**src/rtl/sync_link_ctrl.sv**
```systemverilog
// ============================================================================
// Module      : sync_link_ctrl
// Description : Link bring-up controller for the PCS receive Synchronization
//               block. It pulses the block's reset, waits for code sync with
//               a timeout, and qualifies sync as stable before declaring the
//               link up. It also retries a bounded number of times and counts
//               loss-of-sync events seen while the link is up.
// Revision    : 1.0 - initial release
// ============================================================================
`default_nettype none

module sync_link_ctrl #(
  parameter int HOLD_CYC    = 4,
  parameter int TIMEOUT_CYC = 1024,
  parameter int STABLE_CYC  = 16,
  parameter int MAX_RETRY   = 7,
  parameter int CNT_W       = 16
) (
  input  logic       Clk,
  input  logic       mr_main_reset,
  input  logic       enable,
  input  logic       code_sync_status,
  output logic       sync_rst,
  output logic       link_up,
  output logic       link_fail,
  output logic [7:0] retry_cnt,
  output logic [7:0] loss_cnt,
  output logic [2:0] ctrl_state
);

  typedef enum logic [2:0] {
    IDLE       = 3'd0,
    RESET_SYNC = 3'd1,
    WAIT_SYNC  = 3'd2,
    QUALIFY    = 3'd3,
    LINK_UP    = 3'd4,
    FAILED     = 3'd5
  } state_t;

  localparam logic [CNT_W-1:0] HOLD_LAST    = CNT_W'(HOLD_CYC - 1);
  localparam logic [CNT_W-1:0] TIMEOUT_LAST = CNT_W'(TIMEOUT_CYC - 1);
  localparam logic [CNT_W-1:0] STABLE_LAST  = CNT_W'(STABLE_CYC - 1);
  localparam logic [CNT_W-1:0] TIMER_ZERO   = '0;
  localparam logic [CNT_W-1:0] TIMER_ONE    = CNT_W'(1);
  localparam logic [7:0]       RETRY_LAST   = 8'(MAX_RETRY);

  state_t           state;
  state_t           state_n;
  logic [CNT_W-1:0] timer;
  logic [CNT_W-1:0] timer_n;
  logic [7:0]       retry_n;
  logic [7:0]       loss_n;

  // State, timer and counters; async reset returns everything to power-up values
  always_ff @(posedge Clk or posedge mr_main_reset) begin
    if (mr_main_reset) begin
      state     <= IDLE;
      timer     <= TIMER_ZERO;
      retry_cnt <= 8'd0;
      loss_cnt  <= 8'd0;
    end else begin
      state     <= state_n;
      timer     <= timer_n;
      retry_cnt <= retry_n;
      loss_cnt  <= loss_n;
    end
  end

  // Next-state, timer and counter logic; enable low overrides all transitions
  always_comb begin
    state_n = state;
    timer_n = timer;
    retry_n = retry_cnt;
    loss_n  = loss_cnt;
    case (state)
      IDLE: begin
        if (enable) begin
          state_n = RESET_SYNC;
          timer_n = TIMER_ZERO;
        end
      end
      RESET_SYNC: begin
        if (timer == HOLD_LAST) begin
          state_n = WAIT_SYNC;
          timer_n = TIMER_ZERO;
        end else begin
          timer_n = timer + TIMER_ONE;
        end
      end
      WAIT_SYNC: begin
        // Sync arriving on the timeout cycle still counts as success
        if (code_sync_status) begin
          state_n = QUALIFY;
          timer_n = TIMER_ZERO;
        end else if (timer == TIMEOUT_LAST) begin
          timer_n = TIMER_ZERO;
          if (retry_cnt == RETRY_LAST) begin
            state_n = FAILED;
          end else begin
            state_n = RESET_SYNC;
            retry_n = retry_cnt + 8'd1;
          end
        end else begin
          timer_n = timer + TIMER_ONE;
        end
      end
      QUALIFY: begin
        // A glitch restarts the wait without consuming a retry
        if (!code_sync_status) begin
          state_n = WAIT_SYNC;
          timer_n = TIMER_ZERO;
        end else if (timer == STABLE_LAST) begin
          state_n = LINK_UP;
          timer_n = TIMER_ZERO;
          retry_n = 8'd0;
        end else begin
          timer_n = timer + TIMER_ONE;
        end
      end
      LINK_UP: begin
        // The sync block recovers by itself, so no reset pulse on loss
        if (!code_sync_status) begin
          state_n = WAIT_SYNC;
          timer_n = TIMER_ZERO;
          if (loss_cnt != 8'hFF) begin
            loss_n = loss_cnt + 8'd1;
          end
        end
      end
      FAILED: begin
        state_n = FAILED;
      end
      default: begin
        state_n = IDLE;
        timer_n = TIMER_ZERO;
        retry_n = 8'd0;
      end
    endcase

    if (!enable && (state != IDLE)) begin
      state_n = IDLE;
      timer_n = TIMER_ZERO;
      retry_n = 8'd0;
      loss_n  = loss_cnt;
    end
  end

  // Registered Moore flags, decoded from the state being entered
  always_ff @(posedge Clk or posedge mr_main_reset) begin
    if (mr_main_reset) begin
      sync_rst  <= 1'b1;
      link_up   <= 1'b0;
      link_fail <= 1'b0;
    end else begin
      sync_rst  <= (state_n == IDLE) || (state_n == RESET_SYNC) || (state_n == FAILED);
      link_up   <= (state_n == LINK_UP);
      link_fail <= (state_n == FAILED);
    end
  end

  assign ctrl_state = state;

endmodule

`default_nettype wire

```
**config.mk**
```make
export PLATFORM = sky130hd
export DESIGN_NAME = sync_link_ctrl
export DESIGN_NICKNAME = d
export VERILOG_FILES = /design/src/rtl/sync_link_ctrl.sv
export SDC_FILE = /design/constraint.sdc
export NUM_CORES = 1
export LEC_CHECK = 0
export CORE_MARGIN = 5
export CORE_UTILIZATION = 60
export CTS_CLUSTER_DIAMETER = 80
export DETAILED_ROUTE_END_ITERATION = 6
export GPL_TIMING_DRIVEN = 0
export HOLD_SLACK_MARGIN = 0.12
export MAX_ROUTING_LAYER = met4
export PLACE_DENSITY = 0.84
export SYNTH_ARGS = -nofsm -noshare
export SYNTH_HDL_FRONTEND = slang
export SYNTH_SLANG_ARGS = --single-unit
```
**constraint.sdc**
```tcl
create_clock -name Clk -period 5.4 [get_ports Clk]
set_input_delay 1.62 -clock Clk [delete_from_list [all_inputs] [get_ports Clk]]
set_output_delay 1.62 -clock Clk [all_outputs]
set_load 0.005 [all_outputs]
```
==> impl_metrics.csv <==
group,metric,value,unit
outcome,status,"finished clean",
cts,clkLatencyLatePin,0.35,ns
synth,synthAdderAreaFrac,0.01720,
place,hpwl,3300,um
cts,cts_num_sinks,38,
timing,worst_pin_slew,0.8191,ns
cts,cts-root-buf,"clkbuf_4",
finish,n_antenna_cell,0,
synth,synth.distinct_cells,52,
synth,synth_top_family_by_area,"simple AND/OR/NAND/NOR gates",
finish,seq_area,952.2,um2
timing,period_share,0.6713,
floorplan,die_h,70.31,um
grt,grtUsageTotal,0.2125,
timing,fin_skew,0.01459,ns
floorplan,start_util,0.6098,
cts,cts_tree,"yes",
pwr,switching_share,0.3152,
synth,syn_nets,238,
synth,syn_inst,231,
synth,synthFlopType,"dfrtp_1",
grt,antenna_found_initial,0,
pwr,p_sw,0.0001876,W
finish,fill_cells,276,
drt,dr.pass1.iters,4,
timing,max_freq,0.2759,GHz
setup_path,rr_startpoint,"ctrl_state[2]",
synth,ys.warnings.count,0,
cts,cts-buffers-inserted,5,
pwr,clkPwrFrac,0.260,
finish,synthToLayoutAreaGrowth,16.51,%
finish,stdcell_count,311,
finish,drive_gt1_frac,0.09125,
timing,hold_violations,0,
grt,gr-total-overflow,0,
synth,syn_area_per_cell,9.446,um2
drt,dr_total_vias,1872,
floorplan,io_pins,26,
timing,slew_violations,0,
floorplan,core_area,3578,um2
synth,synth-edff-count,0,
synth,synth_xor_area_frac,0.07225,
cts,cts_resized,0,
drt,wl,4600,um
setup_path,setup.worst_path.start,"enable",
pwr,leakage,1.041,nW
drt,via_per_inst,6.019,
setup_path,critPathCaptureType,"register",
setup_path,required,5.64,ns
flow_run,maxCapViolations,0,
pwr,p_int,0.0004076,W
synth,ys_seq_area_frac,0.4364,
setup_path,cp_max_fo,10,
synth,syn_area,2182,um2
setup_path,crit_arrival,3.87,ns
setup_path,crit_type,"in -> reg",
finish,final_cell_mix,"37 x dfrtp_1, 24 x clkdlybuf4s50_1, 18 x nand2_1, 17 x nor2_1, 16 x nand3_1",
finish,finalNetCount,269,
timing,period_needed,3.625,ns
drt,drt-initial-drc-count,178,
min_path,hold_start,"loss_cnt[7]",
finish,multi_input_area,1166,um2
drt,routedWlPerCell,14.79,um
grt,grt_pass1_wl,8266,um
grt,grt_pass1_vias,1782,
min_path,min_path_type,"reg -> reg",
cts,clk_pin_slew_worst_paths,0.11,ns
pwr,seqPwrFrac,0.505,
pwr,power.share.combinational,0.235,
setup_path,crit_path_start_kind,"input pin",
timing,setup_viol,0,
floorplan,rows,22,
pwr,vdd_drop_max,0.1319,mV
place,port_buffers,24,
synth,synth-compound-area-share,0.1250,
timing,rsz0062_at_grt,"false",
floorplan,die_w,70.31,um
cts,post_cts_buffers,0,
finish,layout_commonest_cell,"dfrtp_1",
synth,ys_ff_latch,38,
cts,htreeDepth,2,
place,dp.cells,303,
pwr,powerDensity,234.1,nW/um2
cts,cts_hold_buf,0,
floorplan,dieArea,4943,um2
synth,synth_mux_area_frac,0.01892,
drt,drc,0,
synth,ys_async_sr_fraction,1.000,
place,globalplace.congestion,0.8215,
grt,grt_max_degree,39,
synth,synth-simple-area-share,0.3010,
timing,max-slew-margin-rel,0.4539,
cts,ctsLongestPathBuffers,2,
drt,detail-route-antenna-nets,0,
timing,fin_setup_tns,0,ns
## layer usage
metal / part of all wire / track usage / routed length [um] / up-vias
met1: 0.45 / 0.2720 / 2058 / 885
met2: 0.48 / 0.3285 / 2208 / 58
met3: 0.051 / 0.04460 / 234 / 9
li1: - / - / - / 920
met5: 0 / - / 0 / -
met4: 0.022 / 0.08511 / 99 / 0
## area by class of cell
class | count | area share
timing repair buffer | 24 | 0.09449
multi-input combinational | 178 | 0.4587
buffer | 11 | 0.01919
inverter | 4 | 0.005906
tap | 48 | 0.02362
clock buffer | 7 | 0.02165
clock inverter | 1 | 0.001969
sequential | 38 | 0.3745
## power by group through the flow
| stage | logic, W | registers (W) | clock network, W |
|---|---|---|---|
| 2_1_floorplan | 0.0000997 | 0.000305 | 0 |
| 3_3_place_gp | 0.000137 | 0.000305 | 0 |
| 3_5_place_dp | 0.000139 | 0.000306 | 0 |
| 4_1_cts | 0.000140 | 0.000300 | 0.000159 |
| 5_1_grt | 0.000155 | 0.000302 | 0.000175 |
| 6_report | 0.000140 | 0.000300 | 0.000155 |
## through the flow
step | util | power [W] | hold slack [ns] | area (um2) | setup WS, ns
floorplan | - | 0.0004049 | 0.4842 | 2182 | 2.246
global placement | 0.6937 | 0.0004427 | 0.4836 | 2482 | 1.476
detailed placement | 0.6937 | 0.0004455 | 0.4952 | 2482 | 1.489
CTS | 0.7105 | 0.0006002 | 0.5110 | 2542 | 1.845
global route | 0.7105 | 0.0006320 | 0.5245 | 2542 | 1.667
finish | 0.7105 | 0.0005952 | 0.5096 | 2542 | 1.775
## critical path: stages
cell and delay [ns]:
clkdlybuf4s50_1 0.43, or3_1 0.32, a21oi_1 0.65, clkbuf_1 0.46, nor3_1 0.14, xnor2_1 0.20, nor2_1 0.06
## cell families after synthesis
logic type | count (synthesis)
muxes | 4
adders and majority gates | 3
DFF | 38
xor gates and xnor gates | 18
and+or+nand+nor | 115
AOI/OAI and AO/OA | 38
buffers and inverters | 15
## Yosys cell counts, types with 5 or more instances
| cell | number | share of area |
|---|---|---|
| clkbuf_1 | 6 | 0.010 |
| a31oi_1 | 7 | 0.020 |
| nand4_1 | 5 | 0.014 |
| dfrtp_1 | 37 | 0.42 |
| nor2b_1 | 6 | 0.017 |
| nor2_1 | 17 | 0.029 |
| a21oi_1 | 7 | 0.016 |
| nor3_1 | 10 | 0.023 |
| nor3b_1 | 5 | 0.017 |
| nor4b_1 | 5 | 0.020 |
| nand2_1 | 18 | 0.031 |
| and3_1 | 5 | 0.014 |
| nor4_1 | 5 | 0.014 |
| nand3_1 | 16 | 0.037 |
| xnor2_1 | 14 | 0.056 |
## final timing paths
| path | slack (ns) | end | cells after the start |
|---|---|---|---|
| min | 0.51 | loss_cnt[7] | 1 |
| min reg2reg | 0.51 | loss_cnt[7] | 1 |
| max reg2reg | 2.89 | timer[9] | 7 |
| max | 1.78 | timer[9] | 7 |
| max in group asynchronous | 3.18 | timer[5] | 2 |
| min in group asynchronous | 1.72 | retry_cnt[5] | 2 |
## state kept, by name (all words and copies together) (netlist names)
signal	flops
timer	16
loss_cnt	8
retry_cnt	8
ctrl_state	3
link_fail	1
link_up	1
sync_rst	1
Power figures use the tool's default switching activity.
